**config.mk**
```make
export PLATFORM = sky130hd
export DESIGN_NAME = touch_debounce
export DESIGN_NICKNAME = d
export VERILOG_FILES = /design/src/rtl/touch_pkg.sv /design/src/rtl/touch_sync.sv /design/src/rtl/touch_debounce.sv
export SDC_FILE = /design/constraint.sdc
export NUM_CORES = 1
export LEC_CHECK = 0
export BUFFER_PORTS_ARGS = -buffer_cell sky130_fd_sc_hd__buf_4
export CAP_MARGIN = 15
export CELL_PAD_IN_SITES_DETAIL_PLACEMENT = 2
export CELL_PAD_IN_SITES_GLOBAL_PLACEMENT = 2
export CORE_MARGIN = 10
export CORE_UTILIZATION = 41
export CTS_CLUSTER_DIAMETER = 30
export DETAILED_ROUTE_END_ITERATION = 6
export GPL_TIMING_DRIVEN = 1
export PLACE_DENSITY_LB_ADDON = 0.1
export SYNTH_ARGS = -nofsm -noshare
export SYNTH_HDL_FRONTEND = slang
export SYNTH_SLANG_ARGS = --single-unit
export TNS_END_PERCENT = 50
```
**constraint.sdc**
```tcl
create_clock -name clk -period 2.95 [get_ports clk]
set_input_delay 0.59 -clock clk [delete_from_list [all_inputs] [get_ports clk]]
set_output_delay 0.59 -clock clk [all_outputs]
set_load 0.01 [all_outputs]
```
**src/rtl/touch_pkg.sv**
```systemverilog
// Shared FSM encoding and default qualification counts for the touch pad conditioner.
package touch_pkg;

    typedef enum logic [1:0] {
        IDLE         = 2'h0,
        PRESS_QUAL   = 2'h1,
        PRESSED      = 2'h2,
        RELEASE_QUAL = 2'h3
    } state_t;

    localparam int DEF_CNT_WIDTH      = 16;
    localparam int DEF_PRESS_CYCLES   = 18000;
    localparam int DEF_RELEASE_CYCLES = 18000;

endpackage

```
**src/rtl/touch_sync.sv**
```systemverilog
// Two-flop synchroniser bringing the raw pad level into the clk domain.
// Latency: 2 cycles; no backpressure, samples every cycle.
module touch_sync (
    input  logic clk,
    input  logic reset,
    input  logic d,
    output logic q
);

    logic s0;

    always_ff @(posedge clk or posedge reset) begin
        if (reset) begin
            s0 <= 1'b0;
            q  <= 1'b0;
        end else begin
            s0 <= d;
            q  <= s0;
        end
    end

endmodule

```
**src/rtl/touch_debounce.sv**
```systemverilog
// Debounces the touch pad into a clean registered touch_event level.
// Latency: PRESS_CYCLES+3 edges to assert, RELEASE_CYCLES+3 to clear; no backpressure.
module touch_debounce
    import touch_pkg::*;
#(
    parameter int CNT_WIDTH      = DEF_CNT_WIDTH,
    parameter int PRESS_CYCLES   = DEF_PRESS_CYCLES,
    parameter int RELEASE_CYCLES = DEF_RELEASE_CYCLES,
    parameter bit ACTIVE_LOW     = 1'b0
) (
    input  logic clk,
    input  logic reset,
    input  logic touch_pad,
    input  logic enable,
    output logic touch_event,
    output logic qualifying
);

    localparam logic [CNT_WIDTH-1:0] PRESS_LAST   = CNT_WIDTH'(PRESS_CYCLES - 1);
    localparam logic [CNT_WIDTH-1:0] RELEASE_LAST = CNT_WIDTH'(RELEASE_CYCLES - 1);
    localparam logic [CNT_WIDTH-1:0] CNT_ONE      = CNT_WIDTH'(1);

    logic                 pad_act;
    logic                 sync_s1;
    state_t               state;
    logic [CNT_WIDTH-1:0] cnt;

    assign pad_act = ACTIVE_LOW ? ~touch_pad : touch_pad;

    touch_sync u_sync (
        .clk   (clk),
        .reset (reset),
        .d     (pad_act),
        .q     (sync_s1)
    );

    // Outputs are assigned alongside each state transition so they reflect the next state.
    always_ff @(posedge clk or posedge reset) begin
        if (reset) begin
            state       <= IDLE;
            cnt         <= '0;
            touch_event <= 1'b0;
            qualifying  <= 1'b0;
        end else if (!enable) begin
            state       <= IDLE;
            cnt         <= '0;
            touch_event <= 1'b0;
            qualifying  <= 1'b0;
        end else begin
            case (state)
                IDLE: begin
                    touch_event <= 1'b0;
                    if (sync_s1) begin
                        state      <= PRESS_QUAL;
                        cnt        <= '0;
                        qualifying <= 1'b1;
                    end else begin
                        qualifying <= 1'b0;
                    end
                end
                PRESS_QUAL: begin
                    if (!sync_s1) begin
                        state       <= IDLE;
                        cnt         <= '0;
                        touch_event <= 1'b0;
                        qualifying  <= 1'b0;
                    end else if (cnt == PRESS_LAST) begin
                        state       <= PRESSED;
                        cnt         <= '0;
                        touch_event <= 1'b1;
                        qualifying  <= 1'b0;
                    end else begin
                        cnt         <= cnt + CNT_ONE;
                        touch_event <= 1'b0;
                        qualifying  <= 1'b1;
                    end
                end
                PRESSED: begin
                    touch_event <= 1'b1;
                    if (!sync_s1) begin
                        state      <= RELEASE_QUAL;
                        cnt        <= '0;
                        qualifying <= 1'b1;
                    end else begin
                        qualifying <= 1'b0;
                    end
                end
                RELEASE_QUAL: begin
                    if (sync_s1) begin
                        state       <= PRESSED;
                        cnt         <= '0;
                        touch_event <= 1'b1;
                        qualifying  <= 1'b0;
                    end else if (cnt == RELEASE_LAST) begin
                        state       <= IDLE;
                        cnt         <= '0;
                        touch_event <= 1'b0;
                        qualifying  <= 1'b0;
                    end else begin
                        cnt         <= cnt + CNT_ONE;
                        touch_event <= 1'b1;
                        qualifying  <= 1'b1;
                    end
                end
                default: begin
                    state       <= IDLE;
                    cnt         <= '0;
                    touch_event <= 1'b0;
                    qualifying  <= 1'b0;
                end
            endcase
        end
    end

endmodule

```
==> results of run 1 <==
-- state kept, by name, summed over array words and instances, names as in the netlist --
register     count
cnt             16
state            2
qualifying       1
touch_event      1
u_sync.q         1
u_sync.s0        1
-- metal layers --
layer | global-route usage, % | share of wire (%)
met5 | 0 | 0
met4 | 5.04 | 1.2
met3 | 1.60 | 1.1
met2 | 22.0 | 49
met1 | 18.1 | 48
-- cell usage in the layout, fill, tap and decap left out, types with 2 or more instances in the layout --
cell,n
dfrtp_1,22
a31oi_1,11
nand2_1,10
inv_1,9
o21ai_0,7
nand3_1,6
nand4_1,5
buf_4,5
nor3_1,4
xnor2_1,3
and3_1,3
nor4_1,3
a21oi_1,3
mux2i_1,3
nand3b_1,3
o21a_1,3
or4_1,3
clkbuf_4,3
and2_1,2
nand4_2,2
a22o_1,2
nor2_1,2
o22ai_1,2
o211a_1,2
or3_1,2
-- cells by family (layout without fill, tap and decap cells) --
group	Yosys count	after routing	share of synthesized area (%)
AND/OR/NAND/NOR	51	51	26.1
AO/OA/AOI/OAI	32	32	17.0
flip-flops	22	22	45.0
buffers and inverters	14	18	5.53
XOR/XNOR	4	4	2.87
multiplexers	3	3	2.46
adder cells (fa/ha/maj)	1	1	1.02
-- where the power goes --
group | internal, mW | total [mW] | leakage (nW) | switching (mW)
sequential | 0.305 | 0.307 | 0.300 | 0.00265
combinational | 0.0103 | 0.0323 | 0.224 | 0.0219
clock | 0.0754 | 0.172 | 0.0210 | 0.0966
-- worst max-delay path: stages (launching register included) --
cell     delay [ns]
dfrtp_1        0.44
ha_1           0.26
and4b_2        0.27
nand4_2        0.41
and2_1         0.39
a22o_1         0.24
-- area by class of cell --
class | instances | share of cell area, %
Sequential cell | 22 | 42.3
Timing Repair Buffer | 5 | 2.88
Tap cell | 31 | 2.98
Clock buffer | 4 | 2.79
Inverter | 9 | 2.60
Multi-Input combinational cell | 91 | 46.4
-- worst min-delay path by stage --
| stage | end |
|---|---|
| finish | u_sync.s0 |
| CTS | u_sync.s0 |
| detailed placement | u_sync.q |
| global placement | u_sync.q |
| floorplan | u_sync.q |
| global route | u_sync.s0 |
-- through the flow --
step           instance area [um^2]  std cells  hold slack, ns  power [mW]  util [%]
2_1_floorplan                  1220        127           0.331       0.334         -
3_3_place_gp                   1260        158           0.332       0.343      45.1
3_5_place_dp                   1260        158           0.351       0.346      45.1
4_1_cts                        1300        162           0.371       0.519      46.4
5_1_grt                        1300        162           0.361       0.531      46.4
6_report                       1300        162           0.375       0.512      46.4
==> flow_metrics.env, run 1 <==
export IMPL_synthFlopType="dfrtp_1"
export IMPL_worst_clock_skew_ns=0.00174
export IMPL_hold_viol=0
export IMPL_fmax_ghz=0.475
export IMPL_start_util_pct=43.6
export IMPL_first_iter_violations=64
export IMPL_grt_remaining_overflow=0
export IMPL_dp_hpwl_mm=2.39
export IMPL_cts_resized=0
export IMPL_clock_path_buffers=2
export IMPL_synth_edf_count=0
export IMPL_synth_area_per_cell_um2=9.63
export IMPL_grt_total_usage_pct=13.6
export IMPL_reg2reg_depth=5
export IMPL_r2r_start="cnt[1]"
export IMPL_antenna_found_initial=0
export IMPL_worst_slack_ns=0.843
export IMPL_drc=0
export IMPL_num_vias=1017
export IMPL_cp_endpoint="cnt[4]"
export IMPL_synthTopCellsByArea="dfrtp_1 (45%), a31oi_1 (5.6%), nand2_1 (3.1%)"
export IMPL_power_leakage_nw=0.545
export IMPL_syn_nets=132
export IMPL_drive_gt1_share_pct=10.7
export IMPL_critPathLaunch="cnt[1]"
export IMPL_grt_pass1_vias=1128
export IMPL_via_per_inst=6.28
export IMPL_relSlewSlack_pct=42.2
export IMPL_gp_routability_congestion=0.820
export IMPL_ant_nets=0
export IMPL_num_rows=19
export IMPL_yosysMostFrequentCell="dfrtp_1"
export IMPL_crit_path_end_kind="flip-flop"
export IMPL_io_pins=6
export IMPL_nets=137
export IMPL_rsz0062_at_grt="no"
export IMPL_critPathArrivalTime_ns=2.32
export IMPL_cts_tree="yes"
export IMPL_fin_setup_tns_ns=0
export IMPL_start_kind="flip-flop"
export IMPL_path_max_fanout=19
export IMPL_hp_class="primary input to flip-flop"
export IMPL_cts_setup_buffers=0
export IMPL_drt_first_pass_iters=4
export IMPL_num_antenna_cells=0
export IMPL_holdPathStages=1
export IMPL_cts_sinks=22
export IMPL_path_class="flip-flop to flip-flop"
export IMPL_cts_inserted_buffers=3
export IMPL_synth_area_um2=1220
export IMPL_yosysTopAreaCell="dfrtp_1"
export IMPL_cts_hold_buf=0
export IMPL_status="completed"
export IMPL_ys_ff_latch=22
export IMPL_multi_input_area_um2=604
export IMPL_yosysTopAreaCellShare_pct=45.0
export IMPL_period_minus_slack_ns=2.11
export IMPL_min_period_over_period_pct=71.4
export IMPL_clk_pin_slew_ns=0.13
export IMPL_slew_viol_final=0
export IMPL_synth_cell_types=36
export IMPL_seqCellArea_um2=551
export IMPL_ir_worst_vdd_mv=0.186
export IMPL_grt_max_degree=23
export IMPL_syn_inst=127
export IMPL_powerDensity_nw_per_um2=393
export IMPL_pre_cts_ws_ns=0.875
export IMPL_clk_latency_ns=0.31
export IMPL_htree_levels=1
export IMPL_yosys_top_cells_count="dfrtp_1 (22), a31oi_1 (11), nand2_1 (10)"
export IMPL_worstMarginPinSlew_ns=0.867
export IMPL_grt_pass1_wl_mm=5.87
export IMPL_io_buffers=5
export IMPL_max_cap_violations=0
export IMPL_finalSetupViolations=0
export IMPL_synth_async_reset_ratio_pct=100
export IMPL_rr_endpoint="cnt[4]"
export IMPL_post_drt_wl_per_cell_um=20.6
export IMPL_root_buffer="clkbuf_4"
export IMPL_r2r_setup_slack_ns=0.84
export IMPL_die_y_um=74.6
export IMPL_drt_wl_total_mm=3.34
export IMPL_die_area_um2=5570
export IMPL_fillers=314
export IMPL_ys_seq_area_share_pct=45.0
export IMPL_hp_start="touch_pad"
export IMPL_yosysWarnings=0
export IMPL_core_um2=2810
export IMPL_worst_ep_required_time_ns=3.17
export IMPL_area_growth_pct=6.45
export IMPL_die_w_um=74.6
Power figures use the tool's default switching activity.
==> inputs of run 2 (changes only) <==
--- a/config.mk
+++ b/config.mk
@@ -5,12 +5,13 @@
 export SDC_FILE = /design/constraint.sdc
 export NUM_CORES = 1
 export LEC_CHECK = 0
+export ABC_AREA = 1
 export BUFFER_PORTS_ARGS = -buffer_cell sky130_fd_sc_hd__buf_4
 export CAP_MARGIN = 15
 export CELL_PAD_IN_SITES_DETAIL_PLACEMENT = 2
 export CELL_PAD_IN_SITES_GLOBAL_PLACEMENT = 2
 export CORE_MARGIN = 10
-export CORE_UTILIZATION = 41
+export CORE_UTILIZATION = 31
 export CTS_CLUSTER_DIAMETER = 30
 export DETAILED_ROUTE_END_ITERATION = 6
 export GPL_TIMING_DRIVEN = 1
==> constraint.sdc (replaced) <==
create_clock -name clk -period 1.7 [get_ports clk]
set_input_delay 0.34 -clock clk [delete_from_list [all_inputs] [get_ports clk]]
set_output_delay 0.34 -clock clk [all_outputs]
set_load 0.01 [all_outputs]
==> run 2 against run 1 <==
Die area grew 32%. Sequential power up 93%. Non-clock buffer count is 1 higher. Critical path depth grew 3. Final cell count is 49% higher.
==> flow_metrics.env, run 2 <==
export IMPL_root_buffer="clkbuf_8"
export IMPL_final_cell_mix="nand2_1 (48), nor2_1 (34), inv_1 (23)"
export IMPL_cts_sinks=22
export IMPL_synthTopCellsByArea="dfrtp_1 (41%), nand2_1 (13%), nor2_1 (9.5%)"
export IMPL_post_drt_wl_per_cell_um=15.6
export IMPL_power_leakage_nw=0.696
export IMPL_io_buffers=5
export IMPL_num_rows=23
export IMPL_antenna_found_initial=0
export IMPL_fin_setup_tns_ns=0
export IMPL_ant_nets=0
export IMPL_drc=0
export IMPL_wl_met1_mm=1.70
export IMPL_clk_pin_slew_ns=0.08
export IMPL_area_growth_pct=10.0
export IMPL_core_um2=4090
export IMPL_drt_wl_total_mm=3.75
export IMPL_cp_common_cell="nand2_4"
export IMPL_seqCellArea_um2=551
export IMPL_grt_pass1_wl_mm=6.62
export IMPL_worst_ep_required_time_ns=1.86
export IMPL_ys_seq_area_share_pct=41.2
export IMPL_yosysTopAreaCellShare_pct=41.2
export IMPL_fmax_ghz=0.645
export IMPL_r2r_setup_slack_ns=0.15
export IMPL_syn_inst=183
export IMPL_yosysMostFrequentCell="nand2_1"
export IMPL_hp_class="primary input to asynchronous set/reset pin"
export IMPL_synth_cell_types=24
export IMPL_wl_met3_um=69
export IMPL_yosys_top_cells_count="nand2_1 (48), nor2_1 (34), inv_1 (23)"
export IMPL_top_regs="cnt x16, state x2"
export IMPL_largest_register="cnt"
export IMPL_cts_inserted_buffers=3
export IMPL_io_pins=6
export IMPL_path_cells="ha_2, nand3_2, nor2_2, nand2_2, nand2_4, nand2_4, inv_2, nor2_1"
export IMPL_finalSetupViolations=0
export IMPL_gp_routability_congestion=0.778
export IMPL_drt_first_pass_iters=4
export IMPL_dp_cells=237
export IMPL_synth_area_um2=1340
export IMPL_die_area_um2=7340
export IMPL_start_util_pct=32.7
export IMPL_critPathArrivalTime_ns=1.71
export IMPL_crit_family="simple AND/OR/NAND/NOR gates"
export IMPL_worst_clock_skew_ns=0.00247
export IMPL_grt_max_degree=24
export IMPL_crit_path_max_incr_delay_ns=0.41
export IMPL_via_per_inst=4.92
export IMPL_grt_remaining_overflow=0
export IMPL_hold_viol=0
export IMPL_cts_hold_buf=0
export IMPL_path_max_fanout=8
export IMPL_synth_area_per_cell_um2=7.31
export IMPL_synthFlopType="dfrtp_1"
export IMPL_die_w_um=85.7
export IMPL_slew_viol_final=0
export IMPL_first_iter_violations=43
export IMPL_relSlewSlack_pct=79.0
export IMPL_top_layer="met4"
export IMPL_num_vias=1186
export IMPL_max_cap_violations=0
export IMPL_period_minus_slack_ns=1.55
export IMPL_met2_length_mm=1.94
export IMPL_rsz0062_at_grt="no"
export IMPL_htree_levels=1
export IMPL_worstPathBufferInverterCount=1
export IMPL_status="completed"
export IMPL_num_antenna_cells=0
export IMPL_grt_total_usage_pct=11.1
export IMPL_clk_latency_ns=0.27
export IMPL_ir_worst_vdd_mv=0.376
export IMPL_yosysWarnings=0
export IMPL_yosysTopAreaCell="dfrtp_1"
export IMPL_start_kind="flip-flop"
export IMPL_grt_pass1_vias=1344
export IMPL_ys_ff_latch=22
export IMPL_min_period_over_period_pct=91.2
export IMPL_powerDensity_nw_per_um2=853
export IMPL_clock_path_buffers=2
export IMPL_die_y_um=85.7
export IMPL_fillers=504
export IMPL_worstMarginPinSlew_ns=0.313
export IMPL_synth_async_reset_ratio_pct=100
export IMPL_path_class="flip-flop to flip-flop"
export IMPL_dp_hpwl_mm=2.96
export IMPL_nets=197
export IMPL_cts_tree="yes"
export IMPL_largest_reg_flops=16
export IMPL_crit_path_end_kind="flip-flop"
export IMPL_drive_gt1_share_pct=15.2
export IMPL_multi_input_area_um2=657
export IMPL_layout_commonest_cell="nand2_1"
export IMPL_crit_slowest_cell="dfrtp_1"
export IMPL_syn_nets=188
export IMPL_synth_edf_count=0
export IMPL_final_cell_count_no_fill=241
-- run 2: cell types whose count changed in the layout (fill, tap and decap cells not counted), moves of 4 or more --
cell     delta
a31oi_1    -11
inv_1      +14
nand2_1    +38
nand2_2     +6
nand2_4     +4
nand3_1     +8
nor2_1     +32
nor3_1      -4
o21ai_0     -6
-- run 2: worst paths after layout --
kind                       startpoint          to  depth (start not counted)
max in group asynchronous       reset      cnt[9]                          3
setup / recovery               cnt[0]      cnt[4]                          8
hold reg to reg             u_sync.s0    u_sync.q                          0
hold / removal                  reset  qualifying                          3
setup reg to reg               cnt[0]      cnt[4]                          8
min in group clk            touch_pad   u_sync.s0                          1
-- run 2: final cells by class --
type | instances | area share, %
Timing Repair Buffer | 6 | 3.06
Clock buffer | 4 | 3.74
Inverter | 27 | 6.89
Sequential cell | 22 | 37.4
Multi-Input combinational cell | 132 | 44.6
Tap cell | 50 | 4.25
-- run 2: per-stage QoR --
step | power (mW) | utilization [%] | worst slack, ns | instance area [um^2] | hold slack (ns)
6_report | 1.26 | 36.0 | 0.149 | 1470 | 0.112
5_1_grt | 1.34 | 36.0 | 0.00917 | 1470 | 0.142
4_1_cts | 1.29 | 35.9 | 0.0933 | 1470 | 0.125
3_5_place_dp | 0.879 | 34.6 | 0.122 | 1410 | 0.337
3_3_place_gp | 0.867 | 34.6 | 0.201 | 1410 | 0.344
2_1_floorplan | 0.813 | - | 0.417 | 1340 | 0.329
-- run 2: cell families (layout without fill, tap and decap cells) --
| kind of cell | after synthesis | count (layout) | synth area share, % |
|---|---|---|---|
| adder cells (fa/ha/maj) | 1 | 1 | 0.935 |
| AO/OA/AOI/OAI | 12 | 12 | 5.61 |
| XOR/XNOR | 3 | 3 | 1.96 |
| AND/OR/NAND/NOR | 116 | 116 | 40.4 |
| buffers and inverters | 29 | 37 | 9.92 |
| flip-flops | 22 | 22 | 41.2 |
-- run 2: timing repair --
action | CTS | global route
resized for setup | 0 | 1
endpoints found under the setup margin | 0 | 2
setup buffers | 0 | 0
-- run 2: report_power, final --
group / internal, mW / total (mW) / switching [mW] / leakage (nW)
registers: 0.561 / 0.594 / 0.0324 / 0.299
clock network: 0.207 / 0.395 / 0.188 / 0.0288
logic: 0.0835 / 0.267 / 0.183 / 0.368
-- run 2: worst reg2reg max path: cells and delay by family, from the launching register on --
family | cells | cell delay (ns)
adder cells (fa/ha/maj) | 1 | 0.23
flip-flops | 1 | 0.41
AND/OR/NAND/NOR | 6 | 0.67
buffers and inverters | 1 | 0.13
-- run 2: per-layer routing --
metal,global-route usage (%),up-vias
met3,1.89,5
li1,-,580
met1,12.8,593
met5,0,-
met4,3.14,0
met2,20.3,8
